`config.mk`:
```
export PLATFORM = sky130hd
export DESIGN_NAME = tx_sweep_ctrl
export DESIGN_NICKNAME = d
export VERILOG_FILES = /design/src/rtl/tx_sweep_ctrl.sv
export SDC_FILE = /design/constraint.sdc
export NUM_CORES = 1
export LEC_CHECK = 0
export ABC_AREA = 1
export BUFFER_PORTS_ARGS = -buffer_cell sky130_fd_sc_hd__buf_2
export CORE_MARGIN = 3
export CORE_UTILIZATION = 30
export DETAILED_ROUTE_END_ITERATION = 10
export SYNTH_ARGS = -nofsm -noshare
export SYNTH_HDL_FRONTEND = slang
export SYNTH_SLANG_ARGS = --single-unit
```
`constraint.sdc`:
```
create_clock -name clk -period 2.76 [get_ports clk]
set_input_delay 0.552 -clock clk [delete_from_list [all_inputs] [get_ports clk]]
set_output_delay 0.552 -clock clk [all_outputs]
set_load 0.1 [all_outputs]
```
`src/rtl/tx_sweep_ctrl.sv`:
```
// TX chirp sweep sequencer: steps freq_code from F1 to F2 on each syncpulse,
// handing every code to TX over valid/ready and aborting on feedback overrun.
// Optional: define TX_SWEEP_PINGPONG_EN to add a down-leg from F2 back to F1.
module tx_sweep_ctrl #(
   parameter int          FW        = 16,
   parameter int          IW        = 32,
   parameter int unsigned STEP      = 40,
   parameter int          DWELL_CYC = 4
) (
   input  logic          clk,
   input  logic          rst_n,
   input  logic          syncpulse,
   input  logic [FW-1:0] F1,
   input  logic [FW-1:0] F2,
   input  logic [IW-1:0] i_fid,
   input  logic [IW-1:0] i_set,
   output logic [FW-1:0] freq_code,
   output logic          freq_valid,
   input  logic          freq_ready,
   output logic          tx_en,
   output logic          busy,
   output logic          done,
   output logic          fault,
   output logic          cfg_err,
   output logic          sync_ovr
);

   localparam int            CW         = (DWELL_CYC > 1) ? $clog2(DWELL_CYC) : 1;
   localparam logic [CW-1:0] DWELL_LAST = CW'(DWELL_CYC - 1);
   localparam logic [FW:0]   STEP_W     = (FW+1)'(STEP);

   typedef enum logic [2:0] {
      S_IDLE,
      S_LOAD,
      S_PRESENT,
      S_DWELL,
      S_DONE,
      S_FAULT
   } state_t;

   state_t        state;
   logic          sync_q;
   logic          sync_rise;
   logic [FW-1:0] f1_lat;
   logic [FW-1:0] f2_lat;
   logic [CW-1:0] dwell_cnt;
   logic          fb_hit;
   logic          sweep_active;
   logic [FW:0]   up_sum;
   logic [FW-1:0] up_code;

   assign sync_rise    = syncpulse & ~sync_q;
   assign fb_hit       = $signed(i_fid) >= $signed(i_set);
   assign sweep_active = (state == S_LOAD) || (state == S_PRESENT) || (state == S_DWELL);

   // The sum is one bit wider so a carry-out is caught by the clamp to F2.
   assign up_sum  = {1'b0, freq_code} + STEP_W;
   assign up_code = (up_sum > {1'b0, f2_lat}) ? f2_lat : up_sum[FW-1:0];

`ifdef TX_SWEEP_PINGPONG_EN
   logic          dir_down;
   logic [FW:0]   dn_diff;
   logic [FW-1:0] dn_code;

   // A borrow or a result below F1 clamps to F1, so the down-leg ends exactly on F1.
   assign dn_diff = {1'b0, freq_code} - STEP_W;
   assign dn_code = (dn_diff[FW] || (dn_diff[FW-1:0] < f1_lat)) ? f1_lat : dn_diff[FW-1:0];
`endif

   always_ff @(posedge clk) begin
      if (!rst_n) begin
         state      <= S_IDLE;
         sync_q     <= 1'b0;
         f1_lat     <= '0;
         f2_lat     <= '0;
         dwell_cnt  <= '0;
         freq_code  <= '0;
         freq_valid <= 1'b0;
         tx_en      <= 1'b0;
         busy       <= 1'b0;
         done       <= 1'b0;
         fault      <= 1'b0;
         cfg_err    <= 1'b0;
         sync_ovr   <= 1'b0;
`ifdef TX_SWEEP_PINGPONG_EN
         dir_down   <= 1'b0;
`endif
      end else begin
         sync_q <= syncpulse;
         done   <= 1'b0;

         case (state)
            S_IDLE, S_DONE, S_FAULT: begin
               if (state == S_DONE) begin
                  state <= S_IDLE;
               end
               if (sync_rise) begin
                  fault    <= 1'b0;
                  sync_ovr <= 1'b0;
                  if (F1 <= F2) begin
                     f1_lat  <= F1;
                     f2_lat  <= F2;
                     cfg_err <= 1'b0;
                     state   <= S_LOAD;
                  end else begin
                     cfg_err <= 1'b1;
                     state   <= S_IDLE;
                  end
               end
            end

            S_LOAD: begin
               freq_code  <= f1_lat;
               freq_valid <= 1'b1;
               tx_en      <= 1'b1;
               busy       <= 1'b1;
`ifdef TX_SWEEP_PINGPONG_EN
               dir_down   <= 1'b0;
`endif
               state      <= S_PRESENT;
            end

            S_PRESENT: begin
               if (fb_hit) begin
                  state      <= S_FAULT;
                  fault      <= 1'b1;
                  tx_en      <= 1'b0;
                  busy       <= 1'b0;
                  freq_valid <= 1'b0;
               end else if (freq_ready) begin
                  freq_valid <= 1'b0;
                  dwell_cnt  <= DWELL_LAST;
                  state      <= S_DWELL;
               end
            end

            // Feedback overrun outranks dwell expiry in the same cycle.
            S_DWELL: begin
               if (fb_hit) begin
                  state      <= S_FAULT;
                  fault      <= 1'b1;
                  tx_en      <= 1'b0;
                  busy       <= 1'b0;
                  freq_valid <= 1'b0;
               end else if (dwell_cnt != '0) begin
                  dwell_cnt <= dwell_cnt - CW'(1);
               end else begin
`ifdef TX_SWEEP_PINGPONG_EN
                  if (!dir_down && (freq_code != f2_lat)) begin
                     freq_code  <= up_code;
                     freq_valid <= 1'b1;
                     state      <= S_PRESENT;
                  end else if (!dir_down && (freq_code != f1_lat)) begin
                     dir_down   <= 1'b1;
                     freq_code  <= dn_code;
                     freq_valid <= 1'b1;
                     state      <= S_PRESENT;
                  end else if (dir_down && (freq_code != f1_lat)) begin
                     freq_code  <= dn_code;
                     freq_valid <= 1'b1;
                     state      <= S_PRESENT;
                  end else begin
                     done  <= 1'b1;
                     tx_en <= 1'b0;
                     busy  <= 1'b0;
                     state <= S_DONE;
                  end
`else
                  if (freq_code != f2_lat) begin
                     freq_code  <= up_code;
                     freq_valid <= 1'b1;
                     state      <= S_PRESENT;
                  end else begin
                     done  <= 1'b1;
                     tx_en <= 1'b0;
                     busy  <= 1'b0;
                     state <= S_DONE;
                  end
`endif
               end
            end

            default: begin
               state      <= S_IDLE;
               freq_valid <= 1'b0;
               tx_en      <= 1'b0;
               busy       <= 1'b0;
            end
         endcase

         if (sync_rise && sweep_active) begin
            sync_ovr <= 1'b1;
         end
      end
   end

endmodule

```
==> impl_metrics.xml <==
<?xml version="1.0" encoding="UTF-8"?>
<metrics>
  <group name="cells_and_area">
    <metric name="final_core_util" unit="%">40.1</metric>
    <metric name="layout_commonest_cell" unit="">sky130_fd_sc_hd__nand2_1</metric>
    <metric name="final_nets" unit="">1036</metric>
    <metric name="final_layout_size_suffix_gt1_share" unit="%">24.0</metric>
    <metric name="layout_area_overhead" unit="%">27.9</metric>
    <metric name="layout.cells.most_common_list" unit="">sky130_fd_sc_hd__nand2_1 (160), sky130_fd_sc_hd__buf_2 (122), sky130_fd_sc_hd__inv_1 (121), sky130_fd_sc_hd__nor2_1 (84), sky130_fd_sc_hd__ha_1 (64)</metric>
    <metric name="post_layout_nonfiller_instances" unit="">1085</metric>
    <metric name="final_design_area_no_fill" unit="sq um">6230</metric>
    <metric name="num_antenna_cells" unit="">0</metric>
  </group>
  <group name="timing">
    <metric name="setup_slack" unit="ns">-0.0975</metric>
    <metric name="rsz_0062_raised_after_global_routing" unit="">yes</metric>
    <metric name="worst_pin_slew" unit="ns">0.686</metric>
    <metric name="post-route-period-util" unit="%">104</metric>
    <metric name="finalSetupViolations" unit="">16</metric>
    <metric name="final.hold.worst_slack" unit="ns">0.425</metric>
    <metric name="max-slew-margin-rel" unit="%">54.3</metric>
    <metric name="highest_achievable_clock_rate" unit="GHz">0.350</metric>
    <metric name="layout_min_cycle_time" unit="ns">2.86</metric>
    <metric name="report.final.slew_viol_count" unit="">0</metric>
    <metric name="final.setup_skew" unit="ns">0.00402</metric>
    <metric name="timing_hold_violations_final" unit="">0</metric>
  </group>
  <group name="logic_synthesis">
    <metric name="synth-seq-cells" unit="">60</metric>
    <metric name="synth-edff-count" unit="">0</metric>
    <metric name="synthXorXnorAreaFrac" unit="%">3.24</metric>
    <metric name="synth-simple-area-share" unit="%">28.2</metric>
    <metric name="synth-main-ff-cell" unit="">sky130_fd_sc_hd__dfxtp_1</metric>
    <metric name="yosys_warning_total" unit="">0</metric>
    <metric name="yosys.area_share.adder" unit="%">17.0</metric>
    <metric name="synth.largest_area_cell" unit="">sky130_fd_sc_hd__dfxtp_1</metric>
    <metric name="most_area_consuming_cells_after_synthesis" unit="">sky130_fd_sc_hd__dfxtp_1 (25%), sky130_fd_sc_hd__ha_1 (17%), sky130_fd_sc_hd__nand2_1 (13%), sky130_fd_sc_hd__inv_1 (9.4%), sky130_fd_sc_hd__nor2_1 (6.6%)</metric>
    <metric name="syn_area_per_cell" unit="sq um">6.54</metric>
    <metric name="yosysSeqAreaShare" unit="%">24.7</metric>
    <metric name="async_flop_share" unit="%">0</metric>
    <metric name="netlist_instances" unit="">745</metric>
    <metric name="synth_top_area_share" unit="%">24.7</metric>
    <metric name="syn_nets" unit="">911</metric>
    <metric name="synth_area" unit="sq um">4870</metric>
    <metric name="synth.distinct_cells" unit="">36</metric>
    <metric name="synth_compound_area_share" unit="%">14.3</metric>
    <metric name="muxShareOfSynthArea" unit="%">0</metric>
    <metric name="synth_top_family_by_area" unit="">simple AND/OR/NAND/NOR gates</metric>
  </group>
  <group name="setup_path">
    <metric name="cell_chain_critical_path" unit="">ha_4 &gt; o21ai_4 &gt; nor2_2 &gt; nand4_1 &gt; nor2_1 &gt; nand3_1 &gt; xor2_2 &gt; ha_4 &gt; inv_2 &gt; nor3_2 &gt; nand2_1 &gt; nor4_4 &gt; o21ai_2 &gt; nand2_2 &gt; buf_6 &gt; nand2_4 &gt; nand3_4 &gt; nand2_1 &gt; nand2_1 &gt; nor2_1</metric>
    <metric name="critical_path_s_most_frequent_cell" unit="">sky130_fd_sc_hd__nand2_1</metric>
    <metric name="criticalPathCategory" unit="">flop to flop</metric>
    <metric name="start_kind" unit="">flop</metric>
    <metric name="critical_path_arrival" unit="ns">3.08</metric>
    <metric name="timing.critical_path.to_type" unit="">flop</metric>
    <metric name="critPathTopFamily" unit="">simple AND/OR/NAND/NOR gates</metric>
    <metric name="crit_path_top_delay_cell" unit="">sky130_fd_sc_hd__dfxtp_4</metric>
    <metric name="timing.critical_path.fanout_max" unit="">6</metric>
    <metric name="cp_data_required_time" unit="ns">2.99</metric>
    <metric name="critical_path.max_stage_delay" unit="ns">0.36</metric>
    <metric name="number_of_buffer_and_inverter_stages_on_the_critical_path" unit="">2</metric>
  </group>
  <group name="drt">
    <metric name="routedWlPerCell" unit="um">12.0</metric>
    <metric name="vias_per_cell" unit="">4.44</metric>
    <metric name="remaining_drc_errors" unit="">0</metric>
    <metric name="drt_first_pass_iters" unit="">4</metric>
    <metric name="detailroute.via_count" unit="">4813</metric>
    <metric name="finalWirelength" unit="um">13100</metric>
    <metric name="postRouteAntennaNets" unit="">0</metric>
    <metric name="drt-initial-drc-count" unit="">195</metric>
  </group>
  <group name="global_routing">
    <metric name="grt_start_max_net_pins" unit="">47</metric>
    <metric name="globalRouteTotalUtil" unit="%">14.4</metric>
    <metric name="global_route.overflow_total" unit="">0</metric>
    <metric name="grt_pass1_wl" unit="um">21100</metric>
    <metric name="grt_antenna_before_repair" unit="">0</metric>
    <metric name="first_global_vias" unit="">4407</metric>
  </group>
  <group name="pwr">
    <metric name="p_int" unit="uW">2190</metric>
    <metric name="switching_power" unit="uW">1230</metric>
    <metric name="power.share.sequential" unit="%">29.4</metric>
    <metric name="swShare" unit="%">35.9</metric>
    <metric name="cellLeakagePower" unit="uW">0.00333</metric>
    <metric name="comb_pwr_share" unit="%">36.1</metric>
    <metric name="power.ir.vdd_worst" unit="mV">0.269</metric>
    <metric name="power.clock.fraction" unit="%">34.5</metric>
    <metric name="power_per_standard_cell_area" unit="nW/um^2">549</metric>
  </group>
  <group name="hold_path">
    <metric name="worst_hold_path_type" unit="">primary input to flop</metric>
  </group>
  <group name="place">
    <metric name="placement.io_buffers" unit="">122</metric>
    <metric name="hpwl" unit="um">10500</metric>
    <metric name="dpl-instance-area" unit="sq um">5770</metric>
    <metric name="placed_cells" unit="">1066</metric>
    <metric name="gp_congestion" unit="">0.861</metric>
  </group>
  <group name="die">
    <metric name="design.core.area" unit="sq um">15500</metric>
    <metric name="dieHeight" unit="um">133</metric>
    <metric name="rows" unit="">45</metric>
    <metric name="die-width" unit="um">133</metric>
    <metric name="io_pins" unit="">123</metric>
    <metric name="starting_utilization_of_the_core_area" unit="%">31.3</metric>
    <metric name="overall_die_area" unit="sq um">17800</metric>
  </group>
  <group name="status">
    <metric name="violated_checks" unit="">setup timing</metric>
    <metric name="status" unit="">finished, violations left</metric>
  </group>
  <group name="cts">
    <metric name="cts.htree.levels" unit="">3</metric>
    <metric name="clkLatencyLatePin" unit="ns">0.33</metric>
    <metric name="cts_buffer_depth" unit="">2</metric>
    <metric name="cts_tree" unit="">built</metric>
    <metric name="cts_root_buf" unit="">sky130_fd_sc_hd__clkbuf_16</metric>
    <metric name="clk_pin_slew_worst_paths" unit="ns">0.05</metric>
    <metric name="cts_sinks" unit="">60</metric>
    <metric name="cts-buffers-inserted" unit="">9</metric>
  </group>
  <group name="flow_run">
    <metric name="drv.max_cap_violation_count" unit="">0</metric>
  </group>
</metrics>
[worst paths after layout]
path | depth (start not counted) | slack [ns] | start | endpoint
max reg2reg | 20 | -0.1 | freq_code[3] | freq_code[1]
min reg2reg | 2 | 0.46 | sync_ovr | sync_ovr
max | 20 | -0.1 | freq_code[3] | freq_code[1]
min | 3 | 0.43 | syncpulse | sync_q
[Yosys cell counts, drive strengths merged (4+ instances only)]
library cell and count:
xor2 13, ha 66, clkbuf 9, inv 128, buf 15, nor2 88, nor3 4, nand3 33
nand4 15, xnor2 5, dfxtp 60, a21oi 64, o21ai 62, nand2 174
[routing by layer]
metal  GRT usage, %  wire length [um]  vias to the layer above
met2           22.2              5670                      114
met1           20.5              6490                     2048
met5              0                 0                        -
li1               -                 -                     2632
met4           5.14               287                        0
met3           1.96               608                       19
[worst register-to-register path: stages, from the launching register on]
cell and delay [ns]:
sky130_fd_sc_hd__dfxtp_4 0.36, sky130_fd_sc_hd__ha_4 0.15, sky130_fd_sc_hd__o21ai_4 0.06, sky130_fd_sc_hd__nor2_2 0.11
sky130_fd_sc_hd__nand4_1 0.13, sky130_fd_sc_hd__nor2_1 0.16, sky130_fd_sc_hd__nand3_1 0.12, sky130_fd_sc_hd__xor2_2 0.19
sky130_fd_sc_hd__ha_4 0.28, sky130_fd_sc_hd__inv_2 0.03, sky130_fd_sc_hd__nor3_2 0.14, sky130_fd_sc_hd__nand2_1 0.12
sky130_fd_sc_hd__nor4_4 0.19, sky130_fd_sc_hd__o21ai_2 0.11, sky130_fd_sc_hd__nand2_2 0.16, sky130_fd_sc_hd__buf_6 0.15
sky130_fd_sc_hd__nand2_4 0.05, sky130_fd_sc_hd__nand3_4 0.11, sky130_fd_sc_hd__nand2_1 0.06, sky130_fd_sc_hd__nand2_1 0.06
sky130_fd_sc_hd__nor2_1 0.04
[sequential cells by signal (all words and copies together) (netlist names)]
name	count
fault	1
busy	1
cfg_err	1
f2_lat	16
freq_code	16
sync_ovr	1
freq_valid	1
done	1
dwell_cnt	2
sync_q	1
state	3
f1_lat	16
[stage by stage]
step | setup TNS [ns] | power (uW) | setup WS (ns)
final | -0.921 | 3420 | -0.0975
after detailed placement | -0.376 | 2140 | -0.0600
after CTS | -0.00731 | 3350 | -0.00731
after floorplan | -0.734 | 1870 | -0.0807
after global placement | 0 | 2130 | 0.0375
after global routing | -4.65 | 3640 | -0.330
[cells by family after synthesis]
logic type      Yosys count
buf+inv                 152
compound gates          134
flops                    60
xor+xnor                 18
simple gates            315
fa+ha+maj                66
[layout make-up]
type	count	area, sq um
Timing Repair Buffer	138	772
Tap cell	211	264
Multi-Input combinational cell	533	3160
Fill cell	1647	9310
Inverter	128	483
Sequential cell	60	1230
Clock buffer	12	278
Clock inverter	3	41.3
[timing repair]
action                     in CTS  in global routing
setup endpoints to repair      12                 16
cloned                          0                  1
pin swaps                       0                  8
buffers inserted                0                  3
gates resized for setup         3                 22
hold buffers                    0                  0
[power groups by stage]
stage | Sequential (uW) | Combinational (uW) | Clock [uW]
after global routing | 1020 | 1390 | 1230
after detailed placement | 1020 | 1120 | 0
after global placement | 1020 | 1110 | 0
after CTS | 1010 | 1140 | 1210
after floorplan | 1180 | 684 | 0
final | 1010 | 1230 | 1180
Power figures use the tool's default switching activity.
